--- src/rtl/latch_sample_debouncer_pkg.sv ---
// Shared definitions for the latch sampling/debounce stage and its neighbours.
// Default parameter values live here so the latch bench and later stages stay in step.
package latch_sample_debouncer_pkg;

    localparam int unsigned DefaultSyncStages   = 2;
    localparam int unsigned DefaultStableCycles = 4;
    localparam int unsigned DefaultCntW         = 8;

    typedef enum logic {
        StStable  = 1'b0,
        StConfirm = 1'b1
    } dbnc_state_e;

endpackage

--- src/rtl/latch_sample_debouncer_bit_sync_chain.sv ---
// Multi-flop synchroniser bringing an asynchronous bit into the clk domain.
// Shifts every cycle; only reset clears it.
module bit_sync_chain
    import latch_sample_debouncer_pkg::*;
#(
    parameter int unsigned SYNC_STAGES = DefaultSyncStages
) (
    input  logic clk,
    input  logic reset,
    input  logic d,
    output logic q
);

    logic [SYNC_STAGES-1:0] sync_q;

    always_ff @(posedge clk) begin
        if (reset) begin
            sync_q <= '0;
        end else begin
            sync_q <= {sync_q[SYNC_STAGES-2:0], d};
        end
    end

    assign q = sync_q[SYNC_STAGES-1];

endmodule

--- src/rtl/latch_sample_debouncer.sv ---
// Debounces the latched bit: synchronise, require STABLE_CYCLES agreeing samples,
// then emit a clean level, one-cycle edge pulses and a saturating rise counter.
module latch_sample_debouncer
    import latch_sample_debouncer_pkg::*;
#(
    parameter int unsigned SYNC_STAGES   = DefaultSyncStages,
    parameter int unsigned STABLE_CYCLES = DefaultStableCycles,
    parameter int unsigned CNT_W         = DefaultCntW
) (
    input  logic             clk,
    input  logic             reset,
    input  logic             din,
    input  logic             enable,
    input  logic             clear_count,
    output logic             dout_stable,
    output logic             rise_pulse,
    output logic             fall_pulse,
    output logic [CNT_W-1:0] edge_count,
    output logic             count_sat
);

    localparam int unsigned         CntBits = $clog2(STABLE_CYCLES + 1);
    localparam logic [CntBits-1:0]  CntLast = CntBits'(STABLE_CYCLES - 1);
    localparam logic [CNT_W-1:0]    EdgeMax = '1;

    logic s;

    bit_sync_chain #(
        .SYNC_STAGES(SYNC_STAGES)
    ) u_sync (
        .clk  (clk),
        .reset(reset),
        .d    (din),
        .q    (s)
    );

    dbnc_state_e        state_q, state_d;
    logic [CntBits-1:0] cnt_q, cnt_d;
    logic               stable_q, stable_d;
    logic               rise_q, rise_d;
    logic               fall_q, fall_d;
    logic [CNT_W-1:0]   edges_q, edges_d;
    logic               accept;

    always_ff @(posedge clk) begin
        if (reset) begin
            state_q  <= StStable;
            cnt_q    <= '0;
            stable_q <= 1'b0;
            rise_q   <= 1'b0;
            fall_q   <= 1'b0;
            edges_q  <= '0;
        end else begin
            state_q  <= state_d;
            cnt_q    <= cnt_d;
            stable_q <= stable_d;
            rise_q   <= rise_d;
            fall_q   <= fall_d;
            edges_q  <= edges_d;
        end
    end

    always_comb begin
        state_d  = state_q;
        cnt_d    = cnt_q;
        stable_d = stable_q;
        rise_d   = 1'b0;
        fall_d   = 1'b0;
        accept   = 1'b0;
        if (enable) begin
            unique case (state_q)
                StStable: begin
                    cnt_d = '0;
                    if (s != stable_q) begin
                        // A single disagreeing sample suffices when STABLE_CYCLES is 1.
                        if (CntLast == '0) begin
                            accept = 1'b1;
                        end else begin
                            state_d = StConfirm;
                            cnt_d   = CntBits'(1);
                        end
                    end
                end
                StConfirm: begin
                    if (s == stable_q) begin
                        state_d = StStable;
                        cnt_d   = '0;
                    end else if (cnt_q == CntLast) begin
                        accept = 1'b1;
                    end else begin
                        cnt_d = cnt_q + 1'b1;
                    end
                end
            endcase
            if (accept) begin
                stable_d = s;
                rise_d   = s;
                fall_d   = ~s;
                cnt_d    = '0;
                state_d  = StStable;
            end
        end
    end

    // Clear takes priority over a coincident qualified rise.
    always_comb begin
        edges_d = edges_q;
        if (clear_count) begin
            edges_d = '0;
        end else if (rise_d && (edges_q != EdgeMax)) begin
            edges_d = edges_q + 1'b1;
        end
    end

    always_comb begin
        dout_stable = stable_q;
        rise_pulse  = rise_q;
        fall_pulse  = fall_q;
        edge_count  = edges_q;
        count_sat   = (edges_q == EdgeMax);
    end

endmodule

--- config.mk ---
export PLATFORM = sky130hd
export DESIGN_NAME = latch_sample_debouncer
export DESIGN_NICKNAME = d
export VERILOG_FILES = /design/src/rtl/latch_sample_debouncer_pkg.sv /design/src/rtl/latch_sample_debouncer_bit_sync_chain.sv /design/src/rtl/latch_sample_debouncer.sv
export SDC_FILE = /design/constraint.sdc
export NUM_CORES = 1
export LEC_CHECK = 0
export CAP_MARGIN = 20
export CORE_UTILIZATION = 51
export CTS_CLUSTER_DIAMETER = 50
export DETAILED_ROUTE_END_ITERATION = 8
export HOLD_SLACK_MARGIN = 0.03
export PLACE_DENSITY_LB_ADDON = 0.1
export SYNTH_ARGS = -nofsm -noshare
export SYNTH_HDL_FRONTEND = slang
export SYNTH_SLANG_ARGS = --single-unit
--- constraint.sdc ---
create_clock -name clk -period 6.4 [get_ports clk]
set_clock_uncertainty 0.2 [all_clocks]
set_input_delay 1.28 -clock clk [delete_from_list [all_inputs] [get_ports clk]]
set_output_delay 1.28 -clock clk [all_outputs]
set_load 0.01 [all_outputs]
==> results_tabular.tex <==
\begin{tabular}{lr}
\hline
Metric & Value \\
\hline
\multicolumn{2}{l}{\textbf{Status}} \\
Result of the run & complete, no violations \\
\multicolumn{2}{l}{\textbf{Worst setup path}} \\
Worst path slowest cell & sky130\_fd\_sc\_hd\_\_clkdlybuf4s50\_1 \\
Number of buffers and inverters on the critical path & 2 \\
Family with the most delay on the worst path & buffers and inverters \\
CP Capture Type & output port \\
Largest fanout of any net on the critical path & 8 \\
Crit path DAT & 2.05 ns \\
Worst path cell trace & ha\_1 -> nand4\_1 -> inv\_1 -> clkdlybuf4s50\_1 \\
Critical path required time & 4.92 ns \\
Critical path launch point type & flop \\
Setup CP Type & flop to output port \\
CP peak stage delay & 0.58 ns \\
\multicolumn{2}{l}{\textbf{Routing}} \\
Antenna-violating nets left & 0 \\
Drt drc & 0 \\
Vias post-DR & 680 \\
Avg Vias per Cell & 5.71 \\
Total wirelength of the detailed-routed design & 1530 microns \\
Routed length per placed instance & 12.9 microns \\
Detailed-routing iteration count for the pre-antenna-repair pass & 4 \\
Initial DRC count & 25 \\
\multicolumn{2}{l}{\textbf{Pwr}} \\
Sequential share of power & 62.2\% \\
Static Leakage & 0.000345 uW \\
Maximum vdd drop & 0.147 mV \\
Internal Pwr Total & 134 uW \\
Clock Power Share & 33.3\% \\
Comb power frac & 4.5\% \\
Switching Fraction & 22.3\% \\
Ratio of total power to cell area & 178 nW/um\^{}2 \\
Switching power total & 38.5 uW \\
\multicolumn{2}{l}{\textbf{Die}} \\
Initial Utilization & 56.9\% \\
Horiz. Die Dim & 40.8 microns \\
Placeable core area & 1350 sq um \\
Total Die Area & 1670 sq um \\
Placement row count & 13 \\
I/O pin count & 17 \\
Vert. Die Dim & 40.8 microns \\
\multicolumn{2}{l}{\textbf{Clock network}} \\
Count of cells resized by post-cts repair & 0 \\
Clock tree sinks & 17 \\
Number of buffers between clock root and the deepest sink & 2 \\
CTS H-Tree Depth & 1 \\
Worst-Skew Late Latency & 0.29 ns \\
Master cell of the clock root buffer & sky130\_fd\_sc\_hd\_\_clkbuf\_4 \\
Post-CTS Setup Inserts & 0 \\
Number of hold buffers added after CTS & 0 \\
TritonCTS Buffers & 3 \\
Clock slew at the register clock pins of the worst setup and hold paths & 0.10 ns \\
TritonCTS clock tree & built \\
\multicolumn{2}{l}{\textbf{Synthesis}} \\
Mapped cell area & 768 sq um \\
Cell type with the largest total area after synthesis & sky130\_fd\_sc\_hd\_\_dfxtp\_1 \\
Mux contribution to synthesized area & 3.91\% \\
Netlist cell types & 32 \\
Flop and latch count out of synthesis & 17 \\
Mean post-synth cell area & 8.93 sq um \\
Synth Area in Simple Gates & 26.7\% \\
Xor and xnor area share after synthesis & 1.14\% \\
Post-Synth Adder-Cell Area & 4.89\% \\
Top cells by area, synth & sky130\_fd\_sc\_hd\_\_dfxtp\_1 (44\%), sky130\_fd\_sc\_hd\_\_ha\_1 (4.9\%), sky130\_fd\_sc\_hd\_\_a21oi\_1 (3.9\%) \\
Dominant combinational cell family by area after synthesis & simple AND/OR/NAND/NOR gates \\
Count of synthesis-stage warnings from yosys & 0 \\
Post-synthesis cell count & 86 \\
Top cell type's share of synthesized area & 44.3\% \\
Compound-gate portion of the synthesized area & 15.0\% \\
Syn Nets & 94 \\
Sequential fraction of the synthesis area & 44.3\% \\
\multicolumn{2}{l}{\textbf{STA}} \\
Time the worst path needs with I/O delays and setup & 3.53 ns \\
Final worst-path cycle share & 55.2\% \\
Setup violators final & 0 \\
Count of endpoints failing hold in the final timing report & 0 \\
Least-Margin Pin Slew & 0.602 ns \\
Hold Slack & 0.249 ns \\
Maximum clock rate & 283 MHz \\
Headroom to the max-slew limit & 59.8\% \\
Unrepaired setup endpoints after global routing & false \\
Max Transition Viols Final & 0 \\
Summed negative setup slack over all endpoints & 0 ns \\
\multicolumn{2}{l}{\textbf{Global route}} \\
First-pass GRT wire length & 2390 microns \\
Maximum number of pins on one net before global-route repair & 14 \\
Via count of the first global-routing pass & 589 \\
Global-route total usage across every layer & 22.1\% \\
Number of antenna violations at the first check in global routing & 0 \\
Global-route congestion overflow total & 0 \\
\multicolumn{2}{l}{\textbf{Final layout}} \\
Area added between synthesis and finish & 25.7\% \\
Cell area after layout & 966 sq um \\
Fraction of layout cells with a size suffix above 1 & 5.77\% \\
Fill cells & 107 \\
Layout Nets & 113 \\
Sequential cell area & 340 sq um \\
Area of the multi-input gates & 397 sq um \\
Antenna Cells & 0 \\
\multicolumn{2}{l}{\textbf{Placement}} \\
Post-detailed-placement half-perimeter wirelength & 1140 microns \\
Placer's final routability congestion estimate & 0.872 \\
Placed instance area & 938 sq um \\
Number of input and output port buffers inserted & 16 \\
\multicolumn{2}{l}{\textbf{Hold path}} \\
HP Class & flop to flop \\
\multicolumn{2}{l}{\textbf{Flow run}} \\
Total of max-cap violations & 0 \\
\hline
\end{tabular}
==> worst register-to-register path, stage by stage (launching register included) <==
cell	delay (ns)
sky130_fd_sc_hd__dfxtp_1	0.37
sky130_fd_sc_hd__ha_1	0.16
sky130_fd_sc_hd__ha_1	0.18
sky130_fd_sc_hd__nand3_2	0.12
sky130_fd_sc_hd__or3b_1	0.52
sky130_fd_sc_hd__or4_1	0.50
sky130_fd_sc_hd__a21oi_1	0.14
==> metal layers <==
layer  track usage [%]  share of wire [%]  up-vias
met4              13.3                2.0        0
met5                 0                  0        -
met3              4.89                5.2        4
met1              28.2                 49      305
li1                  -                  -      349
met2              33.6                 44       22
==> cell usage in the layout, fill, tap and decap left out, types with 2 or more instances in the layout <==
cell,instances
sky130_fd_sc_hd__dfxtp_1,17
sky130_fd_sc_hd__or3_1,4
sky130_fd_sc_hd__nand2b_1,3
sky130_fd_sc_hd__clkbuf_4,3
sky130_fd_sc_hd__nand3_1,5
sky130_fd_sc_hd__a21oi_1,6
sky130_fd_sc_hd__o21ai_0,2
sky130_fd_sc_hd__a31oi_1,2
sky130_fd_sc_hd__clkdlybuf4s50_1,16
sky130_fd_sc_hd__ha_1,3
sky130_fd_sc_hd__nand2_1,6
sky130_fd_sc_hd__mux2i_1,3
sky130_fd_sc_hd__nor2b_1,2
sky130_fd_sc_hd__nor2_1,7
sky130_fd_sc_hd__o32a_1,2
sky130_fd_sc_hd__inv_1,6
==> synthesized netlist by cell type <==
| master | count |
|---|---|
| sky130_fd_sc_hd__a31oi_1 | 2 |
| sky130_fd_sc_hd__nor4b_1 | 1 |
| sky130_fd_sc_hd__nand2_1 | 6 |
| sky130_fd_sc_hd__nor4_1 | 1 |
| sky130_fd_sc_hd__or4_1 | 1 |
| sky130_fd_sc_hd__nor3_1 | 1 |
| sky130_fd_sc_hd__and4_1 | 1 |
| sky130_fd_sc_hd__nor3b_1 | 1 |
| sky130_fd_sc_hd__dfxtp_1 | 17 |
| sky130_fd_sc_hd__or3b_1 | 1 |
| sky130_fd_sc_hd__o31ai_1 | 1 |
| sky130_fd_sc_hd__nand3_1 | 5 |
| sky130_fd_sc_hd__nor2b_1 | 2 |
| sky130_fd_sc_hd__xor2_1 | 1 |
| sky130_fd_sc_hd__ha_1 | 3 |
| sky130_fd_sc_hd__or3_1 | 4 |
| sky130_fd_sc_hd__a21oi_1 | 6 |
| sky130_fd_sc_hd__clkbuf_1 | 1 |
| sky130_fd_sc_hd__nand2b_1 | 3 |
| sky130_fd_sc_hd__nor2_1 | 7 |
| sky130_fd_sc_hd__mux2i_1 | 3 |
| sky130_fd_sc_hd__inv_1 | 6 |
| sky130_fd_sc_hd__a21o_1 | 1 |
| sky130_fd_sc_hd__o41ai_1 | 1 |
| sky130_fd_sc_hd__nand4_1 | 1 |
| sky130_fd_sc_hd__buf_2 | 1 |
| sky130_fd_sc_hd__a311oi_1 | 1 |
| sky130_fd_sc_hd__a41o_1 | 1 |
| sky130_fd_sc_hd__or2_2 | 1 |
| sky130_fd_sc_hd__o21ai_0 | 2 |
| sky130_fd_sc_hd__o32a_1 | 2 |
| sky130_fd_sc_hd__nand3_2 | 1 |
==> layout make-up <==
class                   instances  share of cell area, %
flip-flops and latches         17                   35.2
clock inverters                 1                  0.518
repair buffers                 16                   16.6
inverters                       6                   2.33
clock buffers                   3                   2.33
well taps                      15                   1.94
multi-input cells              61                   41.1
==> logic make-up (layout without fill, tap and decap cells) <==
group           count (synthesis)  in the layout
compound gates                 17             17
xor+xnor                        1              1
fa+ha+maj                       3              3
buf+inv                         8             26
flops                          17             17
mux                             3              3
simple gates                   37             37
==> path summary, 6_finish.rpt <==
path	from	to	slack [ns]	cells past startpoint
worst max-delay path	edge_count[0]	count_sat	2.87	4
worst min-delay path	u_sync.sync_q[0]	u_sync.sync_q[1]	0.25	1
worst max register to register	cnt_q[0]	edge_count[3]	4.15	6
worst min register to register	u_sync.sync_q[0]	u_sync.sync_q[1]	0.25	1
==> through the flow <==
stage / worst slack, ns / power, uW / utilization [%] / instances
detailed placement: 2.97 / 118 / 69.5 / 115
global route: 2.68 / 180 / 71.5 / 119
CTS: 2.87 / 174 / 71.5 / 119
floorplan: 3.66 / 114 / - / 86
global placement: 3.00 / 117 / 69.5 / 115
finish: 2.87 / 172 / 71.5 / 119
==> registers in the layout (all words and copies together) (netlist names) <==
register	count
state_q	1
dout_stable	1
cnt_q	3
fall_pulse	1
u_sync.sync_q	2
edge_count	8
rise_pulse	1
==> power by group through the flow <==
stage / clock network (uW) / logic [uW] / registers (uW)
3_5_place_dp: 0 / 7.81 / 110
5_1_grt: 64.3 / 8.64 / 107
6_report: 57.3 / 7.75 / 107
4_1_cts: 58.5 / 7.80 / 107
3_3_place_gp: 0 / 7.56 / 110
2_1_floorplan: 0 / 3.93 / 110
Note: power is estimated with default switching activity, not from simulation.
